==> src/rtl/wb_scoreboard_pkg.sv <==
// Shared ISA definitions for the writeback scoreboard: register-number
// constants and the default limit on outstanding register writes.
package wb_scoreboard_pkg;

    typedef logic [4:0] reg_idx_t;

    localparam reg_idx_t REG_ZERO = 5'd0;
    localparam reg_idx_t REG_RA   = 5'd31;

    localparam int MAX_INFLIGHT_DEFAULT = 4;

endpackage

==> src/rtl/wb_scoreboard_if.sv <==
// Decode/retire bus between the pipeline and the scoreboard.
// The pipeline side is the master; the scoreboard is the slave.
interface wb_scoreboard_if;
    import wb_scoreboard_pkg::*;

    logic        issue_valid;
    reg_idx_t    issue_dest;
    reg_idx_t    issue_rs;
    reg_idx_t    issue_rt;
    logic        use_rs;
    logic        use_rt;
    logic        wb_valid;
    reg_idx_t    wb_reg;
    logic        flush;
    logic        stall;
    logic        issue_fire;
    logic [31:0] busy;
    logic [2:0]  inflight;
    logic        underflow_err;

    modport master (
        output issue_valid, issue_dest, issue_rs, issue_rt, use_rs, use_rt,
        output wb_valid, wb_reg, flush,
        input  stall, issue_fire, busy, inflight, underflow_err
    );

    modport slave (
        input  issue_valid, issue_dest, issue_rs, issue_rt, use_rs, use_rt,
        input  wb_valid, wb_reg, flush,
        output stall, issue_fire, busy, inflight, underflow_err
    );

endinterface

==> src/rtl/wb_scoreboard_cnt.sv <==
// Two-bit saturating pending-write counter for one architectural register.
// Simultaneous inc and dec leave the count unchanged; clr wins over both.
module wb_scoreboard_cnt (
    input  logic       clk,
    input  logic       reset,
    input  logic       inc_i,
    input  logic       dec_i,
    input  logic       clr_i,
    output logic [1:0] cnt_o
);

    logic [1:0] cnt_q;
    logic [1:0] cnt_d;

    always_comb begin
        cnt_d = cnt_q;
        if (clr_i) begin
            cnt_d = 2'd0;
        end else if (inc_i && !dec_i && (cnt_q != 2'd3)) begin
            cnt_d = cnt_q + 2'd1;
        end else if (dec_i && !inc_i && (cnt_q != 2'd0)) begin
            cnt_d = cnt_q - 2'd1;
        end else begin
            cnt_d = cnt_q;
        end
    end

    always_ff @(posedge clk) begin
        if (reset) begin
            cnt_q <= 2'd0;
        end else begin
            cnt_q <= cnt_d;
        end
    end

    assign cnt_o = cnt_q;

endmodule

==> src/rtl/wb_scoreboard.sv <==
// Register writeback scoreboard: tracks outstanding writes per register and
// stalls decode on RAW hazards, counter saturation or the in-flight limit.
module wb_scoreboard
    import wb_scoreboard_pkg::*;
#(
    parameter int MAX_INFLIGHT = MAX_INFLIGHT_DEFAULT
) (
    input  logic               clk,
    input  logic               reset,
    wb_scoreboard_if.slave     bus
);

    logic [1:0]  cnt_s [32];
    logic        stall_s;
    logic        fire_s;
    logic        issue_inc_s;
    logic        wb_dec_s;
    logic        wb_under_s;
    logic [31:0] busy_s;
    logic [2:0]  inflight_q;
    logic [2:0]  inflight_d;
    logic        underflow_q;

    assign cnt_s[0] = 2'd0;

    for (genvar n = 1; n <= int'(REG_RA); n++) begin : g_cnt
        wb_scoreboard_cnt u_cnt (
            .clk   (clk),
            .reset (reset),
            .inc_i (issue_inc_s && (bus.issue_dest == 5'(n))),
            .dec_i (wb_dec_s && (bus.wb_reg == 5'(n))),
            .clr_i (bus.flush),
            .cnt_o (cnt_s[n])
        );
    end

    // Hazard check sees only registered state, so a retire clears a hazard one cycle later.
    always_comb begin
        stall_s = 1'b0;
        if (bus.issue_valid) begin
            stall_s = (bus.use_rs && (bus.issue_rs != REG_ZERO) && (cnt_s[bus.issue_rs] != 2'd0))
                   || (bus.use_rt && (bus.issue_rt != REG_ZERO) && (cnt_s[bus.issue_rt] != 2'd0))
                   || ((bus.issue_dest != REG_ZERO) && (cnt_s[bus.issue_dest] == 2'd3))
                   || ((bus.issue_dest != REG_ZERO) && (inflight_q == 3'(MAX_INFLIGHT)));
        end else begin
            stall_s = 1'b0;
        end
    end

    assign fire_s      = bus.issue_valid && !stall_s;
    assign issue_inc_s = fire_s && (bus.issue_dest != REG_ZERO) && !bus.flush;
    assign wb_dec_s    = bus.wb_valid && (bus.wb_reg != REG_ZERO)
                      && (cnt_s[bus.wb_reg] != 2'd0) && !bus.flush;
    assign wb_under_s  = bus.wb_valid && (bus.wb_reg != REG_ZERO)
                      && (cnt_s[bus.wb_reg] == 2'd0) && !bus.flush;

    // Total counter moves in lockstep with the per-register counters.
    always_comb begin
        inflight_d = inflight_q;
        if (bus.flush) begin
            inflight_d = 3'd0;
        end else if (issue_inc_s && !wb_dec_s) begin
            inflight_d = inflight_q + 3'd1;
        end else if (wb_dec_s && !issue_inc_s) begin
            inflight_d = inflight_q - 3'd1;
        end else begin
            inflight_d = inflight_q;
        end
    end

    always_ff @(posedge clk) begin
        if (reset) begin
            inflight_q  <= 3'd0;
            underflow_q <= 1'b0;
        end else begin
            inflight_q  <= inflight_d;
            underflow_q <= underflow_q | wb_under_s;
        end
    end

    always_comb begin
        busy_s = 32'd0;
        for (int n = 1; n < 32; n++) begin
            busy_s[n] = (cnt_s[n] != 2'd0);
        end
    end

    assign bus.stall         = stall_s;
    assign bus.issue_fire    = fire_s;
    assign bus.busy          = busy_s;
    assign bus.inflight      = inflight_q;
    assign bus.underflow_err = underflow_q;

endmodule

==> src/flat_wrapper.sv <==
// flat-port wrapper written by rule: the top's interface ports become plain ports
module wb_scoreboard_flat import wb_scoreboard_pkg::*;
#(
    parameter int MAX_INFLIGHT = MAX_INFLIGHT_DEFAULT
)
  (clk, reset, bus_issue_valid, bus_issue_dest, bus_issue_rs, bus_issue_rt, bus_use_rs, bus_use_rt, bus_wb_valid, bus_wb_reg, bus_flush, bus_stall, bus_issue_fire, bus_busy, bus_inflight, bus_underflow_err);
  wb_scoreboard_if bus_i ();
  input  logic clk;
  input  logic reset;
  input wire logic [$bits(bus_i.issue_valid)-1:0] bus_issue_valid;
  input wire logic [$bits(bus_i.issue_dest)-1:0] bus_issue_dest;
  input wire logic [$bits(bus_i.issue_rs)-1:0] bus_issue_rs;
  input wire logic [$bits(bus_i.issue_rt)-1:0] bus_issue_rt;
  input wire logic [$bits(bus_i.use_rs)-1:0] bus_use_rs;
  input wire logic [$bits(bus_i.use_rt)-1:0] bus_use_rt;
  input wire logic [$bits(bus_i.wb_valid)-1:0] bus_wb_valid;
  input wire logic [$bits(bus_i.wb_reg)-1:0] bus_wb_reg;
  input wire logic [$bits(bus_i.flush)-1:0] bus_flush;
  output wire logic [$bits(bus_i.stall)-1:0] bus_stall;
  output wire logic [$bits(bus_i.issue_fire)-1:0] bus_issue_fire;
  output wire logic [$bits(bus_i.busy)-1:0] bus_busy;
  output wire logic [$bits(bus_i.inflight)-1:0] bus_inflight;
  output wire logic [$bits(bus_i.underflow_err)-1:0] bus_underflow_err;
  assign bus_i.issue_valid = bus_issue_valid;
  assign bus_i.issue_dest = bus_issue_dest;
  assign bus_i.issue_rs = bus_issue_rs;
  assign bus_i.issue_rt = bus_issue_rt;
  assign bus_i.use_rs = bus_use_rs;
  assign bus_i.use_rt = bus_use_rt;
  assign bus_i.wb_valid = bus_wb_valid;
  assign bus_i.wb_reg = bus_wb_reg;
  assign bus_i.flush = bus_flush;
  assign bus_stall = bus_i.stall;
  assign bus_issue_fire = bus_i.issue_fire;
  assign bus_busy = bus_i.busy;
  assign bus_inflight = bus_i.inflight;
  assign bus_underflow_err = bus_i.underflow_err;
  wb_scoreboard #(.MAX_INFLIGHT(MAX_INFLIGHT)) u_core (.clk(clk), .reset(reset), .bus(bus_i));
endmodule
==> config.mk <==
export PLATFORM = sky130hd
export DESIGN_NAME = wb_scoreboard_flat
export DESIGN_NICKNAME = d
export VERILOG_FILES = /design/src/rtl/wb_scoreboard_pkg.sv /design/src/rtl/wb_scoreboard_if.sv /design/src/rtl/wb_scoreboard_cnt.sv /design/src/rtl/wb_scoreboard.sv /design/src/flat_wrapper.sv
export SDC_FILE = /design/constraint.sdc
export NUM_CORES = 1
export LEC_CHECK = 0
export ABC_AREA = 1
export CAP_MARGIN = 0
export CORE_ASPECT_RATIO = 0.7
export CORE_UTILIZATION = 40
export DETAILED_ROUTE_END_ITERATION = 8
export DONT_BUFFER_PORTS = 1
export GPL_TIMING_DRIVEN = 0
export PLACE_DENSITY = 0.54
export SLEW_MARGIN = 20
export SYNTH_ARGS = -nofsm -noshare
export SYNTH_HDL_FRONTEND = slang
export SYNTH_HIERARCHICAL = 1
export SYNTH_SLANG_ARGS = --single-unit
==> constraint.sdc <==
create_clock -name clk -period 6.1 [get_ports clk]
set_input_delay 1.22 -clock clk [delete_from_list [all_inputs] [get_ports clk]]
set_output_delay 1.22 -clock clk [all_outputs]
set_load 0.01 [all_outputs]
### After elaboration in Yosys (flattened, before gate mapping)

Cells that the tools add are included.

* flip-flop bits (word level): 66
* output and inout port bits: 38
* logic and storage cells: 621
* input bits: 27

* $add $sub $neg: 64
* muxes and demuxes: 77
* $lt $le $gt $ge: 4
* reductions and logical operators: 343
* eq/ne operators: 95
* bitwise gates (word level): 5

Operators by type and width (count)
* logical AND 1 bit: 202
* == test 5 bit (second input constant): 32
* 2-to-1 mux 2 bit: 70
* nonzero test 2 bit: 66
* == test 5 x 4 -> 1 bit (second input constant): 16
* zero test 1 bit: 66
* adder 2 x 1 -> 2 bit (second input constant): 31
* inequality test 2 bit (second input constant): 31
* subtractor 2 x 1 -> 2 bit (second input constant): 31
* binary-select mux 2 bit (select 5 bit): 4
* == test 5 x 3 -> 1 bit (second input constant): 8
* >= comparator 6 bit (second input constant): 4
* inverter 5 -> 6 bit: 4
* == test 5 x 2 -> 1 bit (second input constant): 4
* nonzero test 5 bit: 4
* == test 5 x 1 -> 1 bit (second input constant): 2
* 2-to-1 mux 3 bit: 2
* adder 3 x 1 -> 3 bit (second input constant): 1
* == test 3 bit (second input constant): 1
* logical OR 1 bit: 3
* subtractor 3 x 1 -> 3 bit (second input constant): 1
* == test 2 bit (second input constant): 1
* zero test 2 bit: 1
* OR reduction 2 bit: 1
* other kinds (2): 2

### Longest topological paths before layout

Gate-level depths: netlist of run 1.

* depth in word-level cells: 20
* gate-level depth with buffers: 26
* mapped depth without buffers: 23

### By module

The synthesis of run 1 kept the hierarchy.

Modules (own cells, without submodules)
* wb_scoreboard_cnt: area each 122.6 um^2, cells an instance 20, sequential area each 40.0 um^2, instances 31
* wb_scoreboard: area each 2686.3 um^2, cells an instance 583, sequential area each 80.1 um^2, instances 1

### Worst setup path before layout of run 1

OpenSTA, ideal clock, no wires.

* kind: in2out
* start point: input bus_issue_dest[0]
* end point: output bus_stall
* arrival: 2.472 ns
* slack: 2.408 ns
* buffers on the path: 2
* cell stages on the path: 11
* required time: 4.880 ns
* cell sequence: buf_4 > nor2_2 > buf_2 > a22oi_1 > nand2_1 > nand2_1 > nand4_1 > nand2_1 > nand2_1 > nor2_4 > nor2_1

* longest elaborated chain between the ends: 9
* elaborated cells on any way between the ends: 11
* classes of those cells: eq/ne (1); mux (4); bitwise (1); reduce/logical (5)

RTL lines
* start: declaration: line flat_wrapper.sv:11 `input wire logic [$bits(bus_i.issue_dest)-1:0] bus_issue_dest;`
* inverter 5 -> 6 bit (implied by the code): line wb_scoreboard.sv:43 `|| ((bus.issue_dest != REG_ZERO) && (cnt_s[bus.issue_dest] == 2'd3))`
* binary-select mux 2 bit (select 5 bit): line wb_scoreboard.sv:43
* 2-to-1 mux 2 bit (implied by the code) (2 in series): line wb_scoreboard.sv:43
* == test 2 bit: line wb_scoreboard.sv:43
* logical AND 1 bit: line wb_scoreboard.sv:43
* logical OR 1 bit: line wb_scoreboard.sv:43
* logical OR 1 bit (*): line wb_scoreboard.sv:44 `|| ((bus.issue_dest != REG_ZERO) && (inflight_q == 3'(MAX_INFLIGHT)));`
* 2-to-1 mux 1 bit (*): line wb_scoreboard.sv:40 `if (bus.issue_valid) begin`
* end: declaration: line flat_wrapper.sv:19 `output wire logic [$bits(bus_i.stall)-1:0] bus_stall;`

Mark *: on every way between the ends. The rest lies on a longest branch, timed or not. The select of a mux whose other input is x is not followed.

### Worst setup path in the final report of run 1

Ends and elaborated chain as after synthesis.

==> flow_metrics.tcl, run 1 <==
set metrics [dict create \
    die_area_sq_mm 0.0167 \
    hpwl_microns 17400 \
    place_area_sq_mm 0.00674 \
    cts_sinks 66 \
    synth_seq_cells 66 \
    vias 7365 \
    place_congestion 0.951 \
    antenna_found_initial 0 \
    synth_mux_area_frac 0 \
    die_y_microns 109 \
    yosys.area_share.simple 0.450 \
    nNetsFinal 1243 \
    drt_iter0_drc 711 \
    clkPwrFrac 0.470 \
    fin_total_pwr_uw 1090 \
    wl_per_cell_microns 16.1 \
    yosys_warnings 6 \
    async_reset_ff_frac 0 \
    path_clk_slew_ps 50 \
    clock_skew_ps 6.89 \
    worstPathRequired_ps 4880 \
    swShare 0.283 \
    routed_wl_microns 22800 \
    via_per_inst 5.19 \
    ys_types 30 \
    final_common_cell "nand2_1" \
    grt_start_max_net_pins 34 \
    syn_nets 1232 \
    cpMostUsedCell "nand2_1" \
    max_clock_freq_mhz 227 \
    core.rowCount 38 \
    overflow 0 \
    critPathMaxStageDelay_ps 500 \
    cts_tree "done" \
    worstSkewPairLatency_ps 350 \
    p_int_uw 779 \
    p_seq_frac 0.401 \
    worst-setup-path-type "in2out" \
    port_buffers 0 \
    grt_pass1_wl_microns 35600 \
    dp_cells 1403 \
    cts_resized 0 \
    hold_viol_final 0 \
    cp_num_buf_inv 2 \
    synth_xor_area_frac 0.00270 \
    fin_crit_sh 0.722 \
    synth_area_per_cell_sq_um 5.39 \
    cts_root_buf "clkbuf_16" \
    slowest_stage "nor2_2" \
    p_sw_uw 307 \
    netlist_area_sq_mm 0.00649 \
    grt_pass1_vias 6551 \
    cp_max_fo 10 \
    period_needed_ps 4400 \
    worst_pin_slew_ps 718 \
    drc_errors 0 \
    initial_core_util 0.413 \
    detail-route-antenna-nets 0 \
    synth_top_family_by_area "simple AND/OR/NAND/NOR gates" \
    place_ws_ps 1760 \
    diodes 0 \
    yosysSeqAreaShare 0.204 \
    area_growth_pct 8.25 \
    die_w_microns 154 \
    postSynthCellCount 1203 \
    synth_edf_count 0 \
    io_pins 65 \
    power.leakage_uw 0.00291 \
    synthAdderAreaFrac 0.00501 \
    instances_no_fill 1419 \
    cts_buffers 9 \
    core_sq_mm 0.0157 \
    fin_tns_setup_ps 0 \
    peakVddDrop_uv 93.0 \
    crit_family "simple AND/OR/NAND/NOR gates" \
    worst_slack_ps 1700 \
    outcome "finished, final reports clean" \
    clk_path_buf_depth 2 \
    drive_gt1_frac 0.130 \
    cts_hold_buf 0 \
    worstPathArrival_ps 3180 \
    maxCapViolCount 0 \
    relSlewSlack 0.520 \
    p_per_area_mw_per_mm2 155 \
    crit_path_cell_trace "buf_4, nor2_2, buf_2, a22oi_1, nand2_1, nand2_1, nand4_1, nand2_1, nand2_1, nor2_4, nor2_1" \
    startpoint_type "input pin" \
    cts_setup_buffers 0 \
    holdCritPathClass "reg2reg" \
    synth_compound_area_frac 0.176 \
    dr.pass1.iters 5 \
    rsz0062_at_grt "no" \
    final_cell_mix "370 x nand2_1, 201 x inv_1, 146 x nor2_1" \
    htree_levels 3 \
    stdcell_area_sq_mm 0.00702 \
    slew_violations 0 \
    grt_usage 0.282 \
    endpoint_kind "output pin" \
    synth-main-ff-cell "dfxtp_1" \
    p_comb_frac 0.129 \
    setup_violations 0 \
]
worst min-delay path, cell delays in order, from the launching register on:
cell     delay, ps
dfxtp_1        340
o21ai_0         80
a21oi_1         60
state kept, by name (all words and copies together), names as in the netlist:
signal	cells
u_core/g_cnt.u_cnt/cnt_o	62
u_core/bus.inflight	3
u_core/bus.underflow_err	1
logic make-up (layout without fill, tap and decap cells):
logic type | after synthesis | after routing
buffers and inverters | 262 | 278
adders and majority gates | 2 | 2
xor gates and xnor gates | 2 | 2
other | 1 | 1
and+or+nand+nor | 699 | 699
DFF | 66 | 66
AOI/OAI and AO/OA | 171 | 171
per-layer routing:
| metal | vias to the layer above | GRT usage | routed length [microns] |
|---|---|---|---|
| met5 | - | 0 | 0 |
| met4 | 0 | 0.0929 | 394 |
| met3 | 31 | 0.0613 | 2030 |
| met2 | 268 | 0.426 | 9390 |
| met1 | 3302 | 0.395 | 11000 |
| li1 | 3764 | - | - |
cell usage after synthesis (3+ instances only):
library cell	instances	area [sq um]
inv_2	35	131
nand2_2	3	18.8
nor2_1	146	548
nand3_1	143	716
or2_2	3	18.8
o22ai_1	4	25.0
inv_1	201	754
nand2_1	370	1390
buf_4	3	22.5
buf_6	6	67.6
a21oi_2	62	543
a22oi_1	10	75.1
clkbuf_1	7	26.3
nor2_2	22	138
nand4_1	6	37.5
a21oi_1	49	245
o221ai_1	4	35.0
dfxtp_1	66	1320
buf_2	8	40.0
o21ai_0	40	200
nor3_1	3	15.0
power groups by stage:
stage / Clock, uW / Sequential [uW] / Combinational [uW]
global placement: 0 / 445 / 136
finish: 510 / 436 / 140
floorplan: 0 / 444 / 98.0
CTS: 525 / 435 / 136
global route: 538 / 435 / 153
detailed placement: 0 / 445 / 136
through the flow:
step           hold WS [ps]   util
2_1_floorplan           471      -
3_3_place_gp            521  0.429
3_5_place_dp            513  0.429
4_1_cts                 520  0.448
5_1_grt                 547  0.448
6_report                523  0.448
cell type report:
cell class	count	area [sq um]
fill	1751	8670
multi-input combinational	875	4120
sequential	66	1320
inverter	237	890
clock buffer	15	278
tap	200	250
buffer	25	161
clock inverter	1	7.51
final timing paths:
path	slack, ps	cells past startpoint	endpoint	start
worst max register to register	2870	21	u_core/bus.inflight[2]	u_core/g_cnt[15].u_cnt/cnt_o[1]
worst min-delay path	520	2	u_core/g_cnt[7].u_cnt/cnt_o[1]	u_core/g_cnt[7].u_cnt/cnt_o[1]
worst max-delay path	1700	11	bus_stall	bus_issue_dest[0]
worst min register to register	520	2	u_core/g_cnt[7].u_cnt/cnt_o[1]	u_core/g_cnt[7].u_cnt/cnt_o[1]
Power figures use the tool's default switching activity.
==> run 2, diff against run 1 <==
- PLACE_DENSITY: 0.54 -> 0.56
- clock period: 6.1 -> 3.8 ns (I/O delays scaled with it)
==> run 2 against run 1 <==
  * Sequential power up 60%
  * Sequential share of layout area up 0.067 points
  * Total power grew 57%
  * Critical path depth increased by 6
  * Worst setup slack lost 1500 ps
  * Critical endpoint is now u_core/bus.inflight[2]
  * Largest cell class unchanged
==> flow_metrics.tcl, run 2 (same netlist as run 1, synthesis figures left out) <==
set metrics [dict create \
    cts_tree "done" \
    endpoint_kind "flip-flop" \
    crit_family "simple AND/OR/NAND/NOR gates" \
    peakVddDrop_uv 166 \
    fillers 1750 \
    routed_wl_microns 22600 \
    vias 7309 \
    worstPathArrival_ps 3800 \
    core_sq_mm 0.0157 \
    drt_iter0_drc 785 \
    worstSkewPairLatency_ps 340 \
    worst_pin_slew_ps 716 \
    crit_path_cell_trace "buf_4, nor2_2, buf_2, nand3_1, nand2_1, nand2_1, nor2_4, nand3_4, buf_6, inv_1, ha_1, inv_1, fa_1, a21oi_1, o21ai_0, xor2_1, nor2_1" \
    largest_reg_flops 62 \
    period_needed_ps 3560 \
    place_congestion 0.956 \
    final_common_cell "nand2_1" \
    cts_sinks 66 \
    holdCritPathClass "in2reg" \
    clk_path_buf_depth 2 \
    overflow 0 \
    diodes 0 \
    drive_gt1_frac 0.129 \
    wl_per_cell_microns 16.0 \
    die_y_microns 109 \
    cts_root_buf "clkbuf_16" \
    grt_start_max_net_pins 34 \
    port_buffers 0 \
    worstPathRequired_ps 4040 \
    fin_crit_sh 0.937 \
    hpwl_microns 17200 \
    cts_hold_buf 0 \
    clock_skew_ps 5.54 \
    detail-route-antenna-nets 0 \
    rsz0062_at_grt "no" \
    dr.pass1.iters 8 \
    cts_resized 0 \
    p_per_area_mw_per_mm2 243 \
    initial_core_util 0.413 \
    die_area_sq_mm 0.0167 \
    final_cell_mix "370 x nand2_1, 201 x inv_1, 146 x nor2_1" \
    path_clk_slew_ps 50 \
    die_w_microns 154 \
    cp_num_buf_inv 5 \
    fin_util 0.446 \
    critPathMaxStageDelay_ps 510 \
    fin_total_pwr_uw 1700 \
    startpoint_type "input pin" \
    worst_slack_ps 240 \
    nNetsFinal 1243 \
    maxCapViolCount 0 \
    via_per_inst 5.16 \
    area_growth_pct 7.87 \
    max_clock_freq_mhz 281 \
    grt_usage 0.275 \
    htree_levels 3 \
    drc_errors 0 \
    place_ws_ps -60.5 \
    io_pins 65 \
    slew_violations 0 \
    slowest_stage "nor2_2" \
    fin_tns_setup_ps 0 \
    grt_pass1_vias 6386 \
    hold_viol_final 0 \
    worst-setup-path-type "in2reg" \
    setup_violations 0 \
    cts_buffers 9 \
    power.leakage_uw 0.00291 \
    cp_max_fo 10 \
    cts_setup_buffers 0 \
    outcome "finished, final reports clean" \
    core.rowCount 38 \
    relSlewSlack 0.521 \
    antenna_found_initial 0 \
    grt_pass1_wl_microns 34800 \
]
[run 2: path summary, 6_finish.rpt]
path | startpoint | endpoint | slack (ps) | cells past startpoint
max | bus_issue_dest[0] | u_core/bus.inflight[2] | 240 | 17
min | reset | u_core/bus.underflow_err | 500 | 1
max reg2reg | u_core/g_cnt[6].u_cnt/cnt_o[1] | u_core/bus.inflight[2] | 630 | 21
min reg2reg | u_core/g_cnt[7].u_cnt/cnt_o[1] | u_core/g_cnt[7].u_cnt/cnt_o[1] | 530 | 2
[run 2: per-stage QoR]
step           hold slack, ps  cells  instance area, sq um
2_1_floorplan             471   1203                  6490
3_3_place_gp              515   1403                  6740
3_5_place_dp              514   1403                  6740
4_1_cts                   486   1416                  7000
5_1_grt                   494   1416                  7000
6_report                  498   1416                  7000
[run 2: power breakdown]
group	total, uW	internal, uW	switching [uW]
clock network	779	467	312
logic	224	58.7	165
registers	699	695	4.21
[run 2: per-layer routing]
| layer | global-route usage | vias up | part of all wire |
|---|---|---|---|
| li1 | - | 3752 | - |
| met1 | 0.383 | 3222 | 0.48 |
| met2 | 0.404 | 291 | 0.40 |
| met3 | 0.0729 | 44 | 0.096 |
| met4 | 0.102 | 0 | 0.023 |
| met5 | 0 | - | 0 |
[run 2: layout make-up]
type	instances	area, sq um	area share
multi-input cells	875	4120	0.588
flip-flops and latches	66	1320	0.189
inverters	237	890	0.127
clock buffers	13	260	0.0372
well taps	200	250	0.0358
plain buffers	25	161	0.0231
